File: config.mk
export PLATFORM = sky130hd
export DESIGN_NAME = pixel_bin_sorter_flat
export DESIGN_NICKNAME = d
export VERILOG_FILES = /design/src/rtl/img_sort_pkg.sv /design/src/rtl/pixel_bin_sorter_if.sv /design/src/rtl/sort_bin.sv /design/src/rtl/pixel_bin_sorter.sv /design/src/flat_wrapper.sv
export SDC_FILE = /design/constraint.sdc
export NUM_CORES = 1
export LEC_CHECK = 0
export CAP_MARGIN = 20
export CORE_UTILIZATION = 45
export CTS_CLUSTER_SIZE = 12
export DETAILED_ROUTE_END_ITERATION = 8
export SETUP_SLACK_MARGIN = 0.3
export SLEW_MARGIN = 20
export SYNTH_ARGS = -nofsm -noshare
export SYNTH_HDL_FRONTEND = slang
export SYNTH_SLANG_ARGS = --single-unit
export TNS_END_PERCENT = 10
File: constraint.sdc
create_clock -name clk -period 10.66 [get_ports clk]
set_clock_uncertainty 0.2 [all_clocks]
set_input_delay 3.198 -clock clk [delete_from_list [all_inputs] [get_ports clk]]
set_output_delay 3.198 -clock clk [all_outputs]
set_load 0.01 [all_outputs]
File: src/rtl/img_sort_pkg.sv
// Shared types for the image sorting datapath: channel codes, stored pixel record, sorter FSM states.
// The helper picks the first drain state for a mask of non-empty bins, in R, G, B priority.
package img_sort_pkg;
   localparam int IDX_W = 12;
   localparam int DEPTH = 16;

   localparam logic [1:0] CH_R = 2'd0;
   localparam logic [1:0] CH_G = 2'd1;
   localparam logic [1:0] CH_B = 2'd2;

   typedef struct packed {
      logic [7:0]       intensity;
      logic [IDX_W-1:0] index;
   } pix_rec_t;

   typedef enum logic [1:0] {
      FILL    = 2'd0,
      DRAIN_R = 2'd1,
      DRAIN_G = 2'd2,
      DRAIN_B = 2'd3
   } state_t;

   function automatic state_t first_drain(input logic [2:0] mask);
      if (mask[0])      return DRAIN_R;
      else if (mask[1]) return DRAIN_G;
      else if (mask[2]) return DRAIN_B;
      else              return FILL;
   endfunction
endpackage

File: src/rtl/pixel_bin_sorter_if.sv
// Classified-pixel input stream, sorted-record output stream and sorter status flags.
interface pixel_bin_sorter_if;
   import img_sort_pkg::*;

   logic             in_valid;
   logic             in_ready;
   logic [2:0]       in_sel;
   logic [7:0]       in_intensity;
   logic [IDX_W-1:0] in_index;
   logic             in_last;

   logic             out_valid;
   logic             out_ready;
   logic [1:0]       out_chan;
   logic [7:0]       out_intensity;
   logic [IDX_W-1:0] out_index;
   logic             out_last;

   logic             frame_done;
   logic             overflow;
   logic             sel_err;

   modport master (
      output in_valid, in_sel, in_intensity, in_index, in_last, out_ready,
      input  in_ready, out_valid, out_chan, out_intensity, out_index, out_last,
             frame_done, overflow, sel_err
   );

   modport slave (
      input  in_valid, in_sel, in_intensity, in_index, in_last, out_ready,
      output in_ready, out_valid, out_chan, out_intensity, out_index, out_last,
             frame_done, overflow, sel_err
   );
endinterface

File: src/rtl/sort_bin.sv
// One channel bin: linear write count and read pointer over a DEPTH-entry array; zero-latency read port.
// Writes to a full bin are ignored; the caller flags the drop. clear rewinds both pointers synchronously.
module sort_bin #(
   parameter int DEPTH = 16,
   parameter int W     = 20
) (
   input  logic         clk,
   input  logic         rst_n,
   input  logic         clear,
   input  logic         wr_en,
   input  logic [W-1:0] wr_dat,
   input  logic         rd_en,
   output logic [W-1:0] rd_dat,
   output logic         full,
   output logic         empty,
   output logic         last
);
   localparam int AW = $clog2(DEPTH);

   logic [W-1:0] mem [DEPTH];
   logic [AW:0]  count;
   logic [AW:0]  rd_ptr;

   assign full   = (count == (AW+1)'(DEPTH));
   assign empty  = (count == '0);
   assign last   = ((rd_ptr + 1'b1) == count);
   assign rd_dat = mem[rd_ptr[AW-1:0]];

   always_ff @(posedge clk or negedge rst_n) begin
      if (!rst_n) begin
         count  <= '0;
         rd_ptr <= '0;
      end else if (clear) begin
         count  <= '0;
         rd_ptr <= '0;
      end else begin
         if (wr_en && !full)
            count <= count + 1'b1;
         if (rd_en && !empty)
            rd_ptr <= rd_ptr + 1'b1;
      end
   end

   // Payload storage needs no reset: count/rd_ptr gate every read.
   always_ff @(posedge clk) begin
      if (wr_en && !full)
         mem[count[AW-1:0]] <= wr_dat;
   end
endmodule

File: src/rtl/pixel_bin_sorter.sv
// Files classified pixels into R/G/B bins, then drains R, G, B at 1 record/cycle starting the cycle after in_last.
// Input is always ready while filling and never while draining; output records hold steady under out_ready=0.
module pixel_bin_sorter
   import img_sort_pkg::*;
#(
   parameter int DEPTH = img_sort_pkg::DEPTH
) (
   input logic               clk,
   input logic               rst_n,
   pixel_bin_sorter_if.slave bus
);
   state_t     state, state_nxt;
   logic [2:0] wr_en, rd_en, full, empty, last;
   logic [1:0] cur;
   logic [2:0] later;
   logic       sel_ok, accept, hs, clear, done_nxt;
   logic       frame_done_q, overflow_q, sel_err_q;
   pix_rec_t   wr_rec, out_rec;
   pix_rec_t   rd_rec [3];

   assign sel_ok = (bus.in_sel == 3'b001) || (bus.in_sel == 3'b010) || (bus.in_sel == 3'b100);
   assign accept = bus.in_valid && (state == FILL);
   assign hs     = bus.out_valid && bus.out_ready;
   assign wr_en  = (accept && sel_ok) ? (bus.in_sel & ~full) : 3'b000;
   assign wr_rec = '{intensity: bus.in_intensity, index: bus.in_index};

   for (genvar g = 0; g < 3; g++) begin : g_bin
      sort_bin #(.DEPTH(DEPTH), .W($bits(pix_rec_t))) u_bin (
         .clk    (clk),
         .rst_n  (rst_n),
         .clear  (clear),
         .wr_en  (wr_en[g]),
         .wr_dat (wr_rec),
         .rd_en  (rd_en[g]),
         .rd_dat (rd_rec[g]),
         .full   (full[g]),
         .empty  (empty[g]),
         .last   (last[g])
      );
   end

   // Channel being drained and the bins still waiting behind it.
   assign cur   = (state == DRAIN_G) ? CH_G : (state == DRAIN_B) ? CH_B : CH_R;
   assign later = (state == DRAIN_R) ? {~empty[2], ~empty[1], 1'b0} :
                  (state == DRAIN_G) ? {~empty[2], 2'b00} : 3'b000;

   always_ff @(posedge clk or negedge rst_n) begin
      if (!rst_n) state <= FILL;
      else        state <= state_nxt;
   end

   always_comb begin
      state_nxt = state;
      clear     = 1'b0;
      done_nxt  = 1'b0;
      if (state == FILL) begin
         // The closing beat's own write counts towards which bins are non-empty.
         if (accept && bus.in_last) begin
            state_nxt = first_drain(~empty | wr_en);
            done_nxt  = (first_drain(~empty | wr_en) == FILL);
         end
      end else if (hs && last[cur]) begin
         state_nxt = first_drain(later);
         if (later == 3'b000) begin
            clear    = 1'b1;
            done_nxt = 1'b1;
         end
      end
   end

   always_comb begin
      out_rec           = (cur == CH_G) ? rd_rec[1] : (cur == CH_B) ? rd_rec[2] : rd_rec[0];
      bus.in_ready      = (state == FILL);
      bus.out_valid     = (state != FILL);
      bus.out_chan      = cur;
      bus.out_intensity = out_rec.intensity;
      bus.out_index     = out_rec.index;
      bus.out_last      = (state != FILL) && last[cur] && (later == 3'b000);
      rd_en             = hs ? (3'b001 << cur) : 3'b000;
   end

   always_ff @(posedge clk or negedge rst_n) begin
      if (!rst_n) begin
         frame_done_q <= 1'b0;
         overflow_q   <= 1'b0;
         sel_err_q    <= 1'b0;
      end else begin
         frame_done_q <= done_nxt;
         if (accept && sel_ok && ((bus.in_sel & full) != 3'b000))
            overflow_q <= 1'b1;
         if (accept && !sel_ok)
            sel_err_q <= 1'b1;
      end
   end

   assign bus.frame_done = frame_done_q;
   assign bus.overflow   = overflow_q;
   assign bus.sel_err    = sel_err_q;
endmodule

File: src/flat_wrapper.sv
// flat-port wrapper written by rule: the top's interface ports become plain ports
module pixel_bin_sorter_flat import img_sort_pkg::*;
#(
   parameter int DEPTH = img_sort_pkg::DEPTH
)
  (clk, rst_n, bus_in_valid, bus_in_sel, bus_in_intensity, bus_in_index, bus_in_last, bus_out_ready, bus_in_ready, bus_out_valid, bus_out_chan, bus_out_intensity, bus_out_index, bus_out_last, bus_frame_done, bus_overflow, bus_sel_err);
  pixel_bin_sorter_if bus_i ();
  input logic clk;
  input logic rst_n;
  input wire logic [$bits(bus_i.in_valid)-1:0] bus_in_valid;
  input wire logic [$bits(bus_i.in_sel)-1:0] bus_in_sel;
  input wire logic [$bits(bus_i.in_intensity)-1:0] bus_in_intensity;
  input wire logic [$bits(bus_i.in_index)-1:0] bus_in_index;
  input wire logic [$bits(bus_i.in_last)-1:0] bus_in_last;
  input wire logic [$bits(bus_i.out_ready)-1:0] bus_out_ready;
  output wire logic [$bits(bus_i.in_ready)-1:0] bus_in_ready;
  output wire logic [$bits(bus_i.out_valid)-1:0] bus_out_valid;
  output wire logic [$bits(bus_i.out_chan)-1:0] bus_out_chan;
  output wire logic [$bits(bus_i.out_intensity)-1:0] bus_out_intensity;
  output wire logic [$bits(bus_i.out_index)-1:0] bus_out_index;
  output wire logic [$bits(bus_i.out_last)-1:0] bus_out_last;
  output wire logic [$bits(bus_i.frame_done)-1:0] bus_frame_done;
  output wire logic [$bits(bus_i.overflow)-1:0] bus_overflow;
  output wire logic [$bits(bus_i.sel_err)-1:0] bus_sel_err;
  assign bus_i.in_valid = bus_in_valid;
  assign bus_i.in_sel = bus_in_sel;
  assign bus_i.in_intensity = bus_in_intensity;
  assign bus_i.in_index = bus_in_index;
  assign bus_i.in_last = bus_in_last;
  assign bus_i.out_ready = bus_out_ready;
  assign bus_in_ready = bus_i.in_ready;
  assign bus_out_valid = bus_i.out_valid;
  assign bus_out_chan = bus_i.out_chan;
  assign bus_out_intensity = bus_i.out_intensity;
  assign bus_out_index = bus_i.out_index;
  assign bus_out_last = bus_i.out_last;
  assign bus_frame_done = bus_i.frame_done;
  assign bus_overflow = bus_i.overflow;
  assign bus_sel_err = bus_i.sel_err;
  pixel_bin_sorter #(.DEPTH(DEPTH)) u_core (.clk(clk), .rst_n(rst_n), .bus(bus_i));
endmodule
==> results_dict.tcl <==
set metrics [dict create \
    clockBufferDepth 3 \
    hold_path.class "register to register" \
    cts_tree "done" \
    cts.clk_slew.worst_paths_ps 60 \
    cts_buffers 101 \
    die_width_um 297 \
    cp_top_family "buffers and inverters" \
    yosysTopAreaCell "edfxtp_1" \
    synth_area_leaders "edfxtp_1, mux4_2, dfrtp_1" \
    clock-sinks 995 \
    route.detailed.drc 0 \
    post-place-ws_ps 3200 \
    portBuffers 55 \
    dieHeight_um 297 \
    stdcell_count 3068 \
    cts_setup_buffers 0 \
    critPathKind "register to output pin" \
    cp_max_fo 40 \
    layout_setup_ws_ps 2570 \
    p_leak_uw 0.0135 \
    yosys.area.top_type_share 0.738 \
    grt_pass1_vias 18700 \
    hold_slack_ps 282 \
    syn_to_final_growth_pct 12.4 \
    drv_slew 0 \
    ys_ff_latch 995 \
    timing.final.crit_share 0.759 \
    syn_inst 1751 \
    r2r_slack_ps 6330 \
    powerDensity_mw_per_mm2 220 \
    rsz0062_at_grt "false" \
    cts_max_level 3 \
    cts_repair_resize_count 0 \
    slowest_stage "dfrtp_4" \
    cp-startpoint "u_core.g_bin[1].u_bin.rd_ptr[0]" \
    core_mm2 0.0855 \
    routabilityCongestion 0.813 \
    antenna_found_initial 8 \
    synth_warnings 0 \
    reg2reg_to "u_core.bus.frame_done" \
    synth_edf_count 960 \
    ctsHoldBuffers 0 \
    slowest_delay_ps 980 \
    place_hpwl_mm 52.5 \
    wl_per_cell_um 31.2 \
    post-route-min-period_ps 8090 \
    ys.flop_type "edfxtp_1" \
    grt_max_degree 53 \
    yosys-top-cells-count "edfxtp_1, mux4_2, nor2_1, clkbuf_1" \
    synth.avg_cell_area_um2 22.3 \
    reg2regPathDepth 8 \
    async_flop_share 0.0352 \
    setup_viol 0 \
    drtAntennaViolNets 0 \
    hp-start "u_core.bus.overflow" \
    end_kind "output pin" \
    initialDrtViolationCount 1956 \
    startpoint_type "register" \
    cp.depth 8 \
    status "finished clean" \
    netlist_area_mm2 0.0391 \
    worstHoldEndpoint "u_core.bus.overflow" \
    hold_violations 0 \
    worstPathArrival_ps 4700 \
    wirelength_mm 95.7 \
    hold_depth 1 \
    yosysUniqueCellTypes 64 \
    r2r_start "u_core.g_bin[1].u_bin.rd_ptr[0]" \
    vdd_drop_max_uv 170 \
    tightest_slew_ps 1160 \
    clock.fmax_mhz 124 \
    root_buffer "clkbuf_16" \
    ios 56 \
    relSlewSlack 0.215 \
    drive_gt1_frac 0.271 \
    setup_tns_ps 0 \
    grt_overflow 0 \
    nFillCells 6667 \
    initial_core_util 0.457 \
    syn-num-nets 1794 \
    required_ps 7260 \
    crit_chain "buf_4 -> ha_1 -> or3b_1 -> a211oi_1 -> nor3_1 -> o32ai_2 -> o21a_1 -> clkdlybuf4s50_1" \
    viasPerCell 6.03 \
    yosysSeqAreaShare 0.760 \
    rows 107 \
    placed_cells 2896 \
    clk_latency_ps 660 \
    nets 1898 \
    synth.most_common_cell "edfxtp_1" \
    critPathBufInv 2 \
    track_usage 0.222 \
    grt_first_pass_wirelength_mm 136 \
    vias 18500 \
    die_area_mm2 0.0880 \
    timing.max_cap.violations 0 \
    detail_route.first_pass.iterations 5 \
]
worst reg2reg max path, cell delays in order (launching register included):
cell      delay (ps)
dfrtp_4          980
buf_4            520
ha_1             330
or3b_1           370
a211oi_1         290
nor3_1           100
o32ai_2          420
o211a_2          760
a41o_1           270
flip-flops by register name, indices dropped and copies added (netlist names):
| name | count |
|---|---|
| u_core.g_bin.u_bin.mem | 960 |
| u_core.g_bin.u_bin.count | 15 |
| u_core.g_bin.u_bin.rd_ptr | 15 |
| u_core.state | 2 |
| u_core.bus.frame_done | 1 |
| u_core.bus.overflow | 1 |
| u_core.bus.sel_err | 1 |
final cells by class:
| class | instances | area (µm²) | area share |
|---|---|---|---|
| Tap cell | 1144 | 1430 | 0.0326 |
| Sequential cell | 995 | 29700 | 0.677 |
| Antenna cell | 2 | 5.00 | 0.000114 |
| Timing Repair Buffer | 97 | 761 | 0.0173 |
| Inverter | 13 | 48.8 | 0.00111 |
| Multi-Input combinational cell | 647 | 8900 | 0.203 |
| Clock inverter | 26 | 275 | 0.00627 |
| Clock buffer | 144 | 2780 | 0.0633 |
per-stage QoR:
stage / cell area [µm²] / total power, µW / util
3_5_place_dp: 40900 / 6440 / 0.478
4_1_cts: 43900 / 9740 / 0.513
5_1_grt: 43900 / 9970 / 0.513
3_3_place_gp: 40900 / 6430 / 0.478
6_report: 43900 / 9660 / 0.513
2_1_floorplan: 39100 / 5720 / -
cell usage in the layout (no fill, tap or decap), drive strengths merged, types with 12 or more instances in the layout:
master,synthesis,routed
dfrtp,35,35
a21oi,20,20
inv,13,17
o21ai,16,16
edfxtp,960,960
clkinv,0,16
xnor2,22,22
mux4,270,270
mux2i,21,21
ha,15,15
clkdlybuf4s50,0,34
a22oi,35,35
and3,12,12
xor2,18,18
buf,51,63
nor2,46,46
clkbuf,45,144
a221o,15,15
and2,34,34
routing by layer:
layer | vias up | GRT usage | share of wire
met5 | - | 0 | 0.00052
met4 | 8 | 0.0610 | 0.024
met3 | 134 | 0.0487 | 0.076
li1 | 7627 | - | -
met2 | 692 | 0.352 | 0.48
met1 | 10000 | 0.313 | 0.42
how the worst max path moves through the flow:
stage	end	slack, ps
after floorplan	u_core.g_bin[0].u_bin.mem[3][0]	3930
after global placement	bus_out_last	3110
after detailed placement	bus_out_last	3200
after CTS	bus_out_last	2480
after global routing	bus_out_last	2240
final	bus_out_last	2570
power breakdown:
part           internal, µW  leakage (µW)  switching (µW)
Combinational           896       0.00290             945
Clock                  1880       0.00147            1440
Sequential             4320       0.00909             186
Total                  7090        0.0135            2570
logic make-up after synthesis:
| group | synth area share |
|---|---|
| AOI/OAI and AO/OA | 0.0241 |
| xor gates and xnor gates | 0.00897 |
| adders and majority gates | 0.00480 |
| buffers and inverters | 0.0143 |
| DFF | 0.760 |
| muxes | 0.162 |
| and+or+nand+nor | 0.0250 |
Power figures use the tool's default switching activity.
